$ cat src/rtl/micro_sequencer_if.sv
// Branch-control inputs and micro-PC/status outputs of micro_sequencer.
// The master modport drives microinstruction fields; the slave is the sequencer.
interface micro_sequencer_if #(
   parameter int UPC_W = 8
);
   logic             stall;
   logic [2:0]       br_op;
   logic [UPC_W-1:0] br_addr;
   logic [3:0]       cc_sel;
   logic [15:0]      cc;
   logic [5:0]       mw_sel;
   logic             resume;
   logic [UPC_W-1:0] upc;
   logic             halted;
   logic             mw_err;
   logic             stk_err;

   modport master (
      output stall, br_op, br_addr, cc_sel, cc, mw_sel, resume,
      input  upc, halted, mw_err, stk_err
   );

   modport slave (
      input  stall, br_op, br_addr, cc_sel, cc, mw_sel, resume,
      output upc, halted, mw_err, stk_err
   );
endinterface

$ cat src/rtl/micro_sequencer.sv
// Microcode sequencer: computes the next micro-PC from branch op, condition flags and multiway requests.
// Optional return stack for CALL/RET is enabled by defining MSEQ_SUBROUTINE_EN.
module micro_sequencer #(
   parameter int UPC_W       = 8,
   parameter int STACK_DEPTH = 4
) (
   input logic              clk,
   input logic              rst_n,
   micro_sequencer_if.slave bus
);
   typedef enum logic [0:0] {ST_RUN = 1'b0, ST_HALT = 1'b1} state_e;
   typedef enum logic [2:0] {
      OP_SEQ = 3'd0, OP_JMP = 3'd1, OP_BRT = 3'd2, OP_BRF = 3'd3,
      OP_MWAY = 3'd4, OP_CALL = 3'd5, OP_RET = 3'd6, OP_HALT = 3'd7
   } br_op_e;

   if (STACK_DEPTH < 1) begin : g_bad_depth
      $error("micro_sequencer: STACK_DEPTH must be at least 1");
   end

   // Lowest set request wins; targets wider than UPC_W lose their upper bits.
   function automatic logic [UPC_W-1:0] mway_target(input logic [5:0] sel);
      logic [5:0] t;
      if (sel[0])      t = 6'd0;
      else if (sel[1]) t = 6'd9;
      else if (sel[2]) t = 6'd17;
      else if (sel[3]) t = 6'd19;
      else if (sel[4]) t = 6'd41;
      else if (sel[5]) t = 6'd49;
      else             t = 6'd0;
      return UPC_W'(t);
   endfunction

   state_e           state_r, state_nx_s;
   logic [UPC_W-1:0] upc_r, upc_nx_s, upc_inc_s;
   logic             mw_err_r, mw_err_nx_s;
   logic             stk_err_r, stk_err_nx_s;
   br_op_e           op_s;
   logic             cc_bit_s;
   logic             mw_multi_s;

   assign op_s       = br_op_e'(bus.br_op);
   assign cc_bit_s   = bus.cc[bus.cc_sel];
   assign upc_inc_s  = upc_r + UPC_W'(1);
   assign mw_multi_s = |(bus.mw_sel & (bus.mw_sel - 6'd1));

`ifdef MSEQ_SUBROUTINE_EN
   localparam int SP_W  = $clog2(STACK_DEPTH + 1);
   localparam int IDX_W = (STACK_DEPTH > 1) ? $clog2(STACK_DEPTH) : 1;

   logic [SP_W-1:0]  sp_r;
   logic [UPC_W-1:0] stack_r [STACK_DEPTH];
   logic             push_s, pop_s, stk_full_s, stk_empty_s;
   logic [IDX_W-1:0] push_idx_s, pop_idx_s;

   assign stk_full_s  = (sp_r == SP_W'(STACK_DEPTH));
   assign stk_empty_s = (sp_r == SP_W'(0));
   assign push_idx_s  = IDX_W'(sp_r);
   assign pop_idx_s   = IDX_W'(sp_r - SP_W'(1));

   // Stack pointer: one push or one pop per unstalled cycle.
   always_ff @(posedge clk or negedge rst_n) begin
      if (!rst_n) begin
         sp_r <= SP_W'(0);
      end else if (push_s) begin
         sp_r <= sp_r + SP_W'(1);
      end else if (pop_s) begin
         sp_r <= sp_r - SP_W'(1);
      end else begin
         sp_r <= sp_r;
      end
   end

   // Return-address storage; entries above sp_r are don't-care so no reset.
   always_ff @(posedge clk) begin
      if (push_s) begin
         stack_r[push_idx_s] <= upc_inc_s;
      end
   end
`endif

   // Next-state, next-upc and error-pulse decode.
   always_comb begin
      state_nx_s   = state_r;
      upc_nx_s     = upc_r;
      mw_err_nx_s  = 1'b0;
      stk_err_nx_s = 1'b0;
`ifdef MSEQ_SUBROUTINE_EN
      push_s       = 1'b0;
      pop_s        = 1'b0;
`endif
      if (bus.stall) begin
         state_nx_s = state_r;
         upc_nx_s   = upc_r;
      end else begin
         case (state_r)
            ST_RUN: begin
               case (op_s)
                  OP_SEQ: upc_nx_s = upc_inc_s;
                  OP_JMP: upc_nx_s = bus.br_addr;
                  OP_BRT: upc_nx_s = cc_bit_s ? bus.br_addr : upc_inc_s;
                  OP_BRF: upc_nx_s = cc_bit_s ? upc_inc_s : bus.br_addr;
                  OP_MWAY: begin
                     if (bus.mw_sel == 6'd0) begin
                        upc_nx_s    = upc_inc_s;
                        mw_err_nx_s = 1'b1;
                     end else begin
                        upc_nx_s    = mway_target(bus.mw_sel);
                        mw_err_nx_s = mw_multi_s;
                     end
                  end
`ifdef MSEQ_SUBROUTINE_EN
                  OP_CALL: begin
                     upc_nx_s = bus.br_addr;
                     if (stk_full_s) begin
                        stk_err_nx_s = 1'b1;
                     end else begin
                        push_s = 1'b1;
                     end
                  end
                  OP_RET: begin
                     if (stk_empty_s) begin
                        upc_nx_s     = UPC_W'(0);
                        stk_err_nx_s = 1'b1;
                     end else begin
                        upc_nx_s = stack_r[pop_idx_s];
                        pop_s    = 1'b1;
                     end
                  end
`else
                  OP_CALL: upc_nx_s = bus.br_addr;
                  OP_RET:  upc_nx_s = upc_inc_s;
`endif
                  OP_HALT: state_nx_s = ST_HALT;
                  default: upc_nx_s = upc_r;
               endcase
            end
            ST_HALT: begin
               if (bus.resume) begin
                  state_nx_s = ST_RUN;
                  upc_nx_s   = upc_inc_s;
               end else begin
                  state_nx_s = ST_HALT;
               end
            end
            default: state_nx_s = ST_RUN;
         endcase
      end
   end

   // State, micro-PC and error pulses update together.
   always_ff @(posedge clk or negedge rst_n) begin
      if (!rst_n) begin
         state_r   <= ST_RUN;
         upc_r     <= UPC_W'(0);
         mw_err_r  <= 1'b0;
         stk_err_r <= 1'b0;
      end else begin
         state_r   <= state_nx_s;
         upc_r     <= upc_nx_s;
         mw_err_r  <= mw_err_nx_s;
         stk_err_r <= stk_err_nx_s;
      end
   end

   assign bus.upc     = upc_r;
   assign bus.halted  = (state_r == ST_HALT);
   assign bus.mw_err  = mw_err_r;
   assign bus.stk_err = stk_err_r;
endmodule

$ cat src/flat_wrapper.sv
// flat-port wrapper written by rule: the top's interface ports become plain ports
module micro_sequencer_flat 
#(
   parameter int UPC_W       = 8,
   parameter int STACK_DEPTH = 4
)
  (clk, rst_n, bus_stall, bus_br_op, bus_br_addr, bus_cc_sel, bus_cc, bus_mw_sel, bus_resume, bus_upc, bus_halted, bus_mw_err, bus_stk_err);
  micro_sequencer_if #(.UPC_W(UPC_W)) bus_i ();
  input logic clk;
  input logic rst_n;
  input wire logic [$bits(bus_i.stall)-1:0] bus_stall;
  input wire logic [$bits(bus_i.br_op)-1:0] bus_br_op;
  input wire logic [$bits(bus_i.br_addr)-1:0] bus_br_addr;
  input wire logic [$bits(bus_i.cc_sel)-1:0] bus_cc_sel;
  input wire logic [$bits(bus_i.cc)-1:0] bus_cc;
  input wire logic [$bits(bus_i.mw_sel)-1:0] bus_mw_sel;
  input wire logic [$bits(bus_i.resume)-1:0] bus_resume;
  output wire logic [$bits(bus_i.upc)-1:0] bus_upc;
  output wire logic [$bits(bus_i.halted)-1:0] bus_halted;
  output wire logic [$bits(bus_i.mw_err)-1:0] bus_mw_err;
  output wire logic [$bits(bus_i.stk_err)-1:0] bus_stk_err;
  assign bus_i.stall = bus_stall;
  assign bus_i.br_op = bus_br_op;
  assign bus_i.br_addr = bus_br_addr;
  assign bus_i.cc_sel = bus_cc_sel;
  assign bus_i.cc = bus_cc;
  assign bus_i.mw_sel = bus_mw_sel;
  assign bus_i.resume = bus_resume;
  assign bus_upc = bus_i.upc;
  assign bus_halted = bus_i.halted;
  assign bus_mw_err = bus_i.mw_err;
  assign bus_stk_err = bus_i.stk_err;
  micro_sequencer #(.UPC_W(UPC_W), .STACK_DEPTH(STACK_DEPTH)) u_core (.clk(clk), .rst_n(rst_n), .bus(bus_i));
endmodule
$ cat config.mk
export PLATFORM = sky130hd
export DESIGN_NAME = micro_sequencer_flat
export DESIGN_NICKNAME = d
export VERILOG_FILES = /design/src/rtl/micro_sequencer_if.sv /design/src/rtl/micro_sequencer.sv /design/src/flat_wrapper.sv
export SDC_FILE = /design/constraint.sdc
export NUM_CORES = 1
export LEC_CHECK = 0
export CAP_MARGIN = 20
export CORE_ASPECT_RATIO = 0.75
export CORE_MARGIN = 10
export CORE_UTILIZATION = 41
export CTS_BUF_LIST = sky130_fd_sc_hd__clkbuf_16
export CTS_CLUSTER_SIZE = 24
export DETAILED_ROUTE_END_ITERATION = 12
export GPL_ROUTABILITY_DRIVEN = 0
export PLACE_DENSITY = 0.78
export SLEW_MARGIN = 0
export SYNTH_ARGS = -nofsm -noshare
export SYNTH_HDL_FRONTEND = slang
export SYNTH_SLANG_ARGS = --single-unit
$ cat constraint.sdc
create_clock -name clk -period 1.8 [get_ports clk]
set_clock_uncertainty 0.2 [all_clocks]
set_input_delay 0.36 -clock clk [delete_from_list [all_inputs] [get_ports clk]]
set_output_delay 0.36 -clock clk [all_outputs]
set_load 0.03 [all_outputs]
## After elaboration in Yosys (flattened, before gate mapping)

Index checks and enable logic that the tools add are counted.

- Register bits: 10
- Input bits: 41
- Output and inout bits: 11
- Word-level logic and storage cells: 45

- $add $sub $neg: 2
- $lt $le $gt $ge: 1
- Equal/unequal tests: 9
- Mux-type cells: 21
- Bitwise operators: 3
- Reduce and logical (&&, ||, !) cells: 6

Operator list:

| kind | number |
|---|---|
| 8-bit one-hot mux with 5 select lines | 1 |
| 6-bit two-way mux | 6 |
| 8-bit two-way mux | 4 |
| 8-bit one-hot mux with 2 select lines | 1 |
| 3-bit equality test (second input constant) | 4 |
| 8-bit by 1-bit adder with 8-bit output (second input constant) | 1 |
| 1-bit two-way mux | 7 |
| 6-bit bitwise AND | 1 |
| 3-bit by 2-bit equality test with 1-bit output (second input constant) | 2 |
| 6-bit logical NOT | 1 |
| 6-bit inequality test (second input constant) | 1 |
| 6-bit OR reduction | 1 |
| 6-bit by 1-bit subtractor with 6-bit output (second input constant) | 1 |
| 4-bit by 5-bit less-than comparator with 1-bit output (second input constant) | 1 |
| 1-bit binary-select mux with 4-bit select | 1 |
| 2-bit OR reduction | 2 |
| 3-bit by 1-bit equality test with 1-bit output (second input constant) | 1 |
| 3-bit logical NOT | 1 |
| 3-bit AND reduction | 1 |
| 2-bit inequality test (second input constant) | 1 |
| 1-bit NOT | 2 |
| 1-bit one-hot mux with 2 select lines | 1 |

## Longest topological paths before layout

Gate-level depths: netlist (run 1).

- Depth after elaboration: 9
- Mapped depth: 7
- Depth with buffers taken out: 7

## Worst setup path before layout (run 1)

No wires, ideal clock.

- Path kind: input to register
- Start: input bus_cc_sel[0]
- End: register u_core.upc_r[6] (netlist: u_core.bus.upc[6])
- Library setup time: 136 ps
- Data arrival time: 1,888 ps
- Required time: 1,464 ps
- Slack: -424 ps
- Stages: 6
- Buffers on the path: 0
- Cell sequence: mux4_1 a22o_2 o21ai_4 a311oi_2 a2111oi_2 a211oi_2

- Word-level cells in the longest chain between the ends: 5
- Elaborated cells on any way between the ends: 6

Ends and longest elaborated chain:

| what | RTL line | text |
|---|---|---|
| start: declaration | flat_wrapper.sv:14 | `input wire logic [$bits(bus_i.cc_sel)-1:0] bus_cc_sel;` |
| 1-bit binary-select mux with 4-bit select (*) | micro_sequencer.sv:43 | `assign cc_bit_s = bus.cc[bus.cc_sel];` |
| 1-bit two-way mux (not written as such) (*) | micro_sequencer.sv:43 |  |
| 8-bit two-way mux, on equally long branches | micro_sequencer.sv:102, micro_sequencer.sv:101 |  |
| 8-bit one-hot mux with 5 select lines (*) | micro_sequencer.sv:98 | `case (op_s)` |
| 8-bit one-hot mux with 2 select lines (*) | micro_sequencer.sv:96 | `case (state_r)` |
| end signal: assignment | micro_sequencer.sv:160 | `upc_r <= upc_nx_s;` |
| end: declaration | micro_sequencer.sv:35 | `logic [UPC_W-1:0] upc_r, upc_nx_s, upc_inc_s;` |

Every way passes the cells marked *; elsewhere a longest branch is shown, timed or not. The select of a mux whose other input is x is not followed.
A chain may end at the register's enable or synchronous reset.

## Worst setup path after layout (run 1)

Ends and elaborated chain as after synthesis.

==> results of run 1 <==
-- power by group through the flow --
stage | Clock (mW) | Combinational, mW | Sequential (mW)
finish | 0.401 | 1.49 | 0.410
global route | 0.417 | 1.59 | 0.422
CTS | 0.401 | 1.37 | 0.401
detailed placement | 0 | 1.35 | 0.405
global placement | 0 | 1.32 | 0.405
floorplan | 0 | 0.545 | 0.586
-- repair_timing --
item / in CTS / in global routing
resized for setup: 86 / 29
setup endpoints to repair: 18 / 10
setup buffers: 7 / 7
hold buffers: 0 / 0
pin swaps: 17 / 17
-- metal layers --
metal	vias to the layer above	GRT usage (%)	wire length [um]
li1	908	-	-
met1	964	22.96	2571
met2	119	31.37	3148
met3	16	4.805	472
met4	0	7.244	156
met5	-	0	0
-- worst register-to-register path: stages (launching register included) --
cell and delay, ns:
dfrtp_1 0.40, nand3_1 0.17, nor2_1 0.31, xor2_1 0.33, o21ai_0 0.12, and3b_1 0.20, a31oi_2 0.19
-- state kept, by name (all words and copies together) (netlist names) --
name,flops
u_core.bus.upc,8
u_core.bus.halted,1
u_core.bus.mw_err,1
-- cells in the mapped netlist, types with 2 or more instances --
| cell | number |
|---|---|
| nor2b_1 | 7 |
| nor3_1 | 3 |
| a2111oi_2 | 3 |
| mux4_2 | 3 |
| xnor2_1 | 3 |
| o21ai_0 | 15 |
| and3_1 | 2 |
| a21boi_0 | 2 |
| inv_1 | 7 |
| o31ai_1 | 4 |
| a21oi_1 | 11 |
| a31oi_1 | 5 |
| o211ai_1 | 3 |
| a211oi_1 | 5 |
| o22ai_1 | 3 |
| nand3b_1 | 2 |
| and3b_1 | 2 |
| a211oi_2 | 2 |
| dfrtp_1 | 10 |
| clkbuf_1 | 4 |
| buf_2 | 2 |
| a22oi_2 | 2 |
| and2_1 | 2 |
| or2_2 | 3 |
| nand3_1 | 13 |
| nor2_1 | 17 |
| nor4_1 | 2 |
| nand2b_1 | 2 |
| nand2_1 | 18 |
| xor2_1 | 2 |
| buf_1 | 3 |
-- how the worst max path moves through the flow --
stage | cells past startpoint | to | startpoint | slack, ns
after CTS | 8 | u_core.bus.upc[2] | bus_cc_sel[0] | -0.47
after floorplan | 6 | u_core.bus.upc[6] | bus_cc_sel[0] | -0.40
after global placement | 7 | u_core.bus.upc[6] | bus_cc_sel[0] | -1.21
after global routing | 9 | u_core.bus.upc[6] | bus_cc_sel[0] | -0.54
after detailed placement | 7 | u_core.bus.upc[2] | bus_cc_sel[0] | -1.41
final | 9 | u_core.bus.upc[6] | bus_cc_sel[0] | -0.49
-- cell type report --
| type | instances | share of cell area [%] |
|---|---|---|
| well taps | 40 | 1.908 |
| multi-input cells | 160 | 50.48 |
| clock inverters | 1 | 0.1431 |
| repair buffers | 104 | 34.06 |
| flip-flops and latches | 10 | 9.542 |
| clock buffers | 3 | 2.863 |
| inverters | 7 | 1.002 |
-- kinds of logic after synthesis --
| logic type | Yosys count |
|---|---|
| flops | 10 |
| compound gates | 71 |
| mux | 6 |
| xor+xnor | 5 |
| simple gates | 76 |
| buf+inv | 17 |
| fa+ha+maj | 1 |
| other cells | 1 |
-- cell usage in the layout (no fill, tap or decap), drive strengths merged, types with 4 or more instances in the layout --
cell,instances
nor2,18
a211oi,7
nand3,13
nor2b,7
buf,64
a2111oi,4
clkdlybuf4s15,8
dlymetal6s2s,4
a21oi,11
clkdlybuf4s50,16
o21ai,17
nand2,18
dlygate4sd2,10
mux4,4
dfrtp,10
o31ai,4
clkbuf,5
inv,7
a31oi,5
==> flow_summary.ini, run 1 <==
[cells_and_area]
multi_input_comb_area_um2 = 1324
fillers = 197
drive_gt1_share_pct = 42.81
fin_area_um2 = 2623
final_core_util_pct = 79.21
instances_no_fill = 325
regArea_um2 = 250.2
area_growth_pct = 84.83
antenna-diode-count = 0
num-nets-final = 328

[die]
die_x_um = 87.93
die_h_um = 70.95
die-area_um2 = 6238
core_um2 = 3311
rows = 18
start_util_pct = 42.86
num_io_pins = 52

[logic_synthesis]
netlist.area_leader.share_pct = 17.64
synthSimpleGateAreaFrac_pct = 27.16
async_flop_share_pct = 100.0
muxShareOfSynthArea_pct = 8.466
ys_seq_area_share_pct = 17.64
yosys.area_share.adder_pct = 0.8818
ys_seq_elements = 10
synthesis.nets = 229
synth_top_family_by_area = compound AO/OA/AOI/OAI gates
synthXorXnorAreaFrac_pct = 3.086
yosysTopAreaCell = dfrtp_1
yosysUniqueCellTypes = 56
synth.yosys.warnings = 0
synth_compound_area_share_pct = 37.57
synth_area_leaders = dfrtp_1, o21ai_0, nand2_1, mux4_2, nand3_1
netlist_instances = 187
syn_avg_cell_area_um2 = 7.587
synth-edff-count = 0
syn_area_um2 = 1419
synthFlopType = dfrtp_1

[global_routing]
grt_pass1_vias = 1969
antenna_found_initial = 0
grt_max_degree = 21
overflow = 0
track_usage_pct = 19.00
grt_first_pass_wirelength_um = 9722

[cts]
clock_sinks = 10
cts_root_buffer = clkbuf_16
cts_tree = done
cts_inserted_buffers = 3
clock_latency_ns = 0.24
htreeDepth = 1
cts_buffer_depth = 2
clk_pin_slew_worst_paths_ns = 0.04

[placement]
dp_cells = 307
hpwl_um = 4386
dpl_cell_area_um2 = 2271
io_buffers = 50
pre_cts_slack_ns = -1.413

[critical_path]
critPathKind = input port to register
r2r-end = u_core.bus.upc[5]
path_cells = buf_12 > mux4_2 > a22oi_2 > buf_4 > buf_6 > nand2_8 > a21oi_1 > nor3_1 > a211oi_2
cp_slowest_stage_delay_ns = 0.54
path_max_fanout = 5
cpLargestDelayFamily = compound AO/OA/AOI/OAI gates
ff2ff_path_depth = 6
critPathLaunchType = input port
worstPathRequired_ns = 1.75
regToRegSetupSlack_ns = -0.20
r2r-start = u_core.bus.upc[1]
arrival_ns = 2.25
crit_path_top_delay_cell = mux4_2
cp-end-kind = register
cp.buffers_inverters = 3

[routing]
wl_per_cell_um = 19.54
vias = 2007
ant_nets = 0
drt-initial-drc-count = 266
via_per_inst = 6.175
drt-pass1-iter-count = 4
wl_um = 6349
drcViolationCount = 0

[timing]
min_period_ns = 2.293
report.final.slew_viol_count = 0
max_freq_ghz = 0.4360
tns_ns = -3.612
worst_slack_ns = -0.4934
finalCritPeriodShare_pct = 127.4
hold_violations = 0
fin_hold_ws_ns = 0.2445
rsz0062_at_grt = true
finalSetupViolCount = 8

[power]
intPower_mw = 1.284
power.total_mw = 2.304
p_leak_nw = 1.126
comb_power_share_pct = 64.8
pwr-share-clk_pct = 17.4
seqPwrFrac_pct = 17.8
power_density_nw_per_um2 = 878.4
p_sw_mw = 1.020
swShare_pct = 44.27
peakVddDrop_mv = 0.8785

[min_path]
hp-class = input port to asynchronous set/reset pin

[flow_run]
max_cap_viol_count = 0

[outcome]
violations = setup timing
outcome = complete, but fails checks
No activity file was read; power rests on OpenSTA's default activity.
==> run 2: changes to the inputs <==
--- a/config.mk
+++ b/config.mk
@@ -13,6 +13,7 @@
 export CTS_CLUSTER_SIZE = 24
 export DETAILED_ROUTE_END_ITERATION = 12
 export GPL_ROUTABILITY_DRIVEN = 0
+export HOLD_SLACK_MARGIN = 0.12
 export PLACE_DENSITY = 0.78
 export SLEW_MARGIN = 0
 export SYNTH_ARGS = -nofsm -noshare
==> results of run 2 <==
The final DEF is identical to that of run 1; final timing and power are the same.
